<file path="config.mk">
export PLATFORM = sky130hd
export DESIGN_NAME = if_fetch
export DESIGN_NICKNAME = d
export VERILOG_FILES = /design/src/rtl/if_fetch_pkg.sv /design/src/rtl/if_fetch.sv
export SDC_FILE = /design/constraint.sdc
export NUM_CORES = 1
export LEC_CHECK = 0
export ABC_AREA = 1
export BUFFER_PORTS_ARGS = -buffer_cell sky130_fd_sc_hd__buf_2
export CAP_MARGIN = 15
export CORE_UTILIZATION = 55
export CTS_BUF_LIST = sky130_fd_sc_hd__clkbuf_8 sky130_fd_sc_hd__clkbuf_16
export DETAILED_ROUTE_END_ITERATION = 10
export PLACE_DENSITY = 0.8
export SLEW_MARGIN = 0
export SYNTH_ARGS = -nofsm -noshare
export SYNTH_HDL_FRONTEND = slang
export SYNTH_SLANG_ARGS = --single-unit
</file>
<file path="constraint.sdc">
create_clock -name clk -period 3.5 [get_ports clk]
set_input_delay 0.7 -clock clk [delete_from_list [all_inputs] [get_ports clk]]
set_output_delay 0.7 -clock clk [all_outputs]
set_load 0.005 [all_outputs]
</file>
<file path="src/rtl/if_fetch_pkg.sv">
// Shared RV32I pipeline constants for the fetch stage and its neighbours.
// NOP_IS is the bubble encoding that decode expects while vld is low.
package if_fetch_pkg;
    localparam int unsigned     XLEN             = 32;
    localparam logic [XLEN-1:0] NOP_IS           = '0;
    localparam logic [XLEN-1:0] DEFAULT_RESET_PC = '0;
    localparam int unsigned     IS_BYTES         = 4;
    localparam int unsigned     CNT_W            = 3;
endpackage

</file>
<file path="src/rtl/if_fetch.sv">
// Instruction fetch: assembles each 32-bit instruction from four byte reads
// and presents it to decode, buffering one instruction while decode stalls.
module if_fetch
    import if_fetch_pkg::*;
#(
    parameter logic [XLEN-1:0] RESET_PC = DEFAULT_RESET_PC
) (
    input  logic            clk,
    input  logic            rst,
    input  logic            stall,
    input  logic            br,
    input  logic [XLEN-1:0] br_pc,
    input  logic            mem_busy,
    input  logic [7:0]      mem_d,
    output logic            mem_re,
    output logic [XLEN-1:0] mem_a,
    output logic [XLEN-1:0] pc,
    output logic [XLEN-1:0] is,
    output logic            vld
);

    logic [XLEN-1:0]  fpc;
    logic [XLEN-1:0]  abuf;
    logic [CNT_W-1:0] cnt;
    logic             pend;
    logic [1:0]       pidx;
    logic             full;
    logic             cap_last;
    logic             take;

    always_comb begin
        mem_re   = rst && (cnt < CNT_W'(IS_BYTES)) && !full && !mem_busy && !br;
        mem_a    = fpc + XLEN'(cnt);
        cap_last = pend && (pidx == 2'(IS_BYTES - 1));
        take     = !vld || !stall;
    end

    always_ff @(posedge clk or negedge rst) begin
        if (!rst) begin
            fpc  <= RESET_PC;
            cnt  <= '0;
            pend <= 1'b0;
            pidx <= '0;
            abuf <= '0;
            full <= 1'b0;
            vld  <= 1'b0;
            is   <= NOP_IS;
            pc   <= '0;
        end else if (br) begin
            fpc  <= br_pc & ~XLEN'(3);
            cnt  <= '0;
            pend <= 1'b0;
            full <= 1'b0;
            vld  <= 1'b0;
            is   <= NOP_IS;
            pc   <= '0;
        end else begin
            pend <= mem_re;
            if (mem_re) begin
                pidx <= cnt[1:0];
                cnt  <= cnt + 1'b1;
            end
            if (pend)
                abuf[8*pidx +: 8] <= mem_d;

            // The final byte is forwarded straight into is so a free output
            // slot costs no extra cycle; abuf/full only hold it across a stall.
            if (full && take) begin
                pc   <= fpc;
                is   <= abuf;
                vld  <= 1'b1;
                fpc  <= fpc + XLEN'(IS_BYTES);
                cnt  <= '0;
                full <= 1'b0;
            end else if (cap_last && take) begin
                pc   <= fpc;
                is   <= {mem_d, abuf[23:0]};
                vld  <= 1'b1;
                fpc  <= fpc + XLEN'(IS_BYTES);
                cnt  <= '0;
                full <= 1'b0;
            end else begin
                if (cap_last)
                    full <= 1'b1;
                if (vld && !stall) begin
                    vld <= 1'b0;
                    is  <= NOP_IS;
                end
            end
        end
    end

endmodule

</file>
==> metrics.yaml <==
pwr:
  p_leak_uw: 0.004329
  powerDensity_nw_per_um2: 512.3
  ir_drop_uv: 391.8
routing:
  wl_per_cell_um: 15.94
  ant_nets: 0
  drt_pass1_iterations: 5
  top_layer_used: "met4"
  dr_total_vias: 6197
  wl_met1_mm: 7.542
  drt_iter0_drc: 471
  drc: 0
  routed_via_density: 5.333
  routed_wirelength_mm: 18.52
  wl_met2_mm: 9.413
  route.met3.wl_mm: 1.178
setup_path:
  cp.arrival_ps: 2190
  crit_path_max_incr_delay_ps: 370
  cp_cell_sequence: "ha_1 > nand2_1 > nor2_4 > inv_1 > nor3_2 > nand2_1 > xor2_1 > buf_2"
  crit_type: "reg -> out"
  cp_data_required_time_ps: 2800
  startpoint_type: "flop"
  end_kind: "output pin"
  cp_num_buf_inv: 2
  r2r_slack_ps: 1050
  crit_path_frequent_cell: "nand2_1"
  crit_cells: 8
  cp_slowest_cell: "dfrtp_1"
  critPathMaxFanout: 4
  r2r_cells: 9
  crit_family: "simple AND/OR/NAND/NOR gates"
timing:
  drv_slew: 0
  min_period_ps: 2888
  whs_ps: 470.3
  tightest_slew_ps: 986.0
  relSlewSlack_pct: 34.27
  tns_ps: 0
  finalHoldViolCount: 0
  fin_crit_sh_pct: 82.51
  skew_ps: 7.383
  rsz0062_at_grt: "no"
  fmax_ghz: 0.3463
  setup_violations: 0
die:
  core.rowCount: 40
  core_area_um2: 12110
  io_pins: 143
  die_x_um: 113.9
  fp.dieArea_um2: 12970
  start_util_pct: 56.85
  die_h_um: 113.9
cells_and_area:
  final_cell_mix: "238 x nand2_1, 139 x buf_2, 133 x dfrtp_1"
  nets: 1035
  design_area_um2: 8287
  final_cells: 1162
  areaGrowthSynthToFinish_pct: 20.35
  final_common_cell: "nand2_1"
  drive_gt1_share_pct: 22.05
yosys:
  synth.distinct_cells: 33
  ys_ff_latch: 133
  synth_top_cell_by_area: "dfrtp_1"
  syn_area_um2: 6885
  syn_area_per_cell_um2: 8.062
  synth.area.top_cells: "dfrtp_1 48%, nand2_1 13%, o21ai_0 4.9%, inv_1 4.7%, nand3_1 4.5%"
  synth_edf_count: 0
  yosysSeqAreaShare_pct: 48.34
  synth_top_area_share_pct: 48.34
  synthCells: 854
  ys.flop_type: "dfrtp_1"
  syn_nets: 907
  async_reset_ff_share_pct: 100.0
  yosys_warnings: 0
global_route:
  grt_overflow: 0
  grt_pass1_vias: 5889
  grt.total_usage_pct: 30.15
  grt_pass1_wl_mm: 29.72
  grt_max_degree: 70
  grt_antenna_before_repair: 1
worst_hold_path:
  hp-class: "reg -> reg"
  hold_depth: 2
place:
  dp.cells: 1131
  dpl.hpwl_mm: 13.13
  gp_congestion: 0.9590
  placed_area_um2: 7666
  portBuffers: 140
clocking:
  postCtsResizedCells: 0
  cts.sinks: 133
  clockBufferDepth: 2
  cts_tree: "yes"
  path_clk_slew_ps: 60
  root_buffer: "clkbuf_16"
  clk_latency_ps: 420
  cts_hold_buf: 0
  cts_setup_buffers: 0
  cts_inserted_buffers: 17
  htreeDepth: 4
job:
  maxCapViolCount: 0
status:
  run_status: "finished, final reports clean"
[cell usage after synthesis (8+ instances only)]
master / instances
o21ai_0: 67
nand2_1: 238
nor2_2: 8
nor2_1: 75
xor2_1: 34
nand3_1: 62
ha_1: 8
dfrtp_1: 133
o21ai_1: 17
clkbuf_1: 13
nor2_4: 11
o22ai_1: 13
buf_4: 10
buf_2: 10
nand4_1: 15
a21oi_1: 11
inv_1: 87
[area by class of cell]
cell class | instances | area (um^2)
Clock buffer | 18 | 439.2
Timing Repair Buffer | 148 | 779.5
Inverter | 92 | 346.6
Fill cell | 1047 | 3825
Sequential cell | 133 | 3328
Antenna cell | 1 | 2.502
Tap cell | 168 | 210.2
Clock inverter | 12 | 178.9
Multi-Input combinational cell | 590 | 3002
[state kept, by name, indices dropped and copies added, names as in the netlist, 2 cells and up]
register / flops
pc: 31
abuf: 32
is: 32
pidx: 2
fpc: 30
cnt: 3
[power breakdown]
part | internal [uW] | switching [uW] | total (uW) | leakage (uW)
Clock | 1200 | 674 | 1880 | 0.000300
Sequential | 1690 | 101 | 1790 | 0.00171
Combinational | 193 | 383 | 576 | 0.00232
Total | 3090 | 1160 | 4240 | 0.00433
[kinds of logic (layout without fill, tap and decap cells)]
family,Yosys count,in the layout,share of synthesized area [%]
AND/OR/NAND/NOR,427,427,28.02
flip-flops,133,133,48.34
buffers and inverters,131,270,8.068
AO/OA/AOI/OAI,121,121,9.795
XOR/XNOR,34,34,4.325
adder cells (fa/ha/maj),8,8,1.454
other,0,1,0
[per-layer routing]
| metal | up-vias | global-route usage, % |
|---|---|---|
| met4 | 0 | 10.04 |
| met1 | 2959 | 37.03 |
| met5 | - | 0 |
| li1 | 2973 | - |
| met3 | 29 | 6.323 |
| met2 | 236 | 53.01 |
[worst paths after layout]
| path | from | to |
|---|---|---|
| max | fpc[2] | mem_a[31] |
| min | is[30] | is[30] |
| max reg2reg | pidx[0] | fpc[30] |
| min reg2reg | is[30] | is[30] |
| max in group asynchronous | rst | is[11] |
| min in group asynchronous | rst | is[27] |
[worst reg2reg max path, stage by stage, from the launching register on]
cell	delay, ps
dfrtp_1	540
ha_1	280
nand2_1	160
a21oi_4	120
inv_2	120
nand2_4	50
inv_2	690
nor2_1	200
nand2_1	110
nand2_1	50
[per-stage QoR]
stage | setup WS, ps | util [%] | total power [uW]
2_1_floorplan | 1458 | - | 2167
3_3_place_gp | 1047 | 63.30 | 2355
3_5_place_dp | 1055 | 63.30 | 2378
4_1_cts | 603.2 | 68.40 | 4255
5_1_grt | 455.4 | 68.40 | 4410
6_report | 612.2 | 68.42 | 4245
Note: power is estimated with default switching activity, not from simulation.
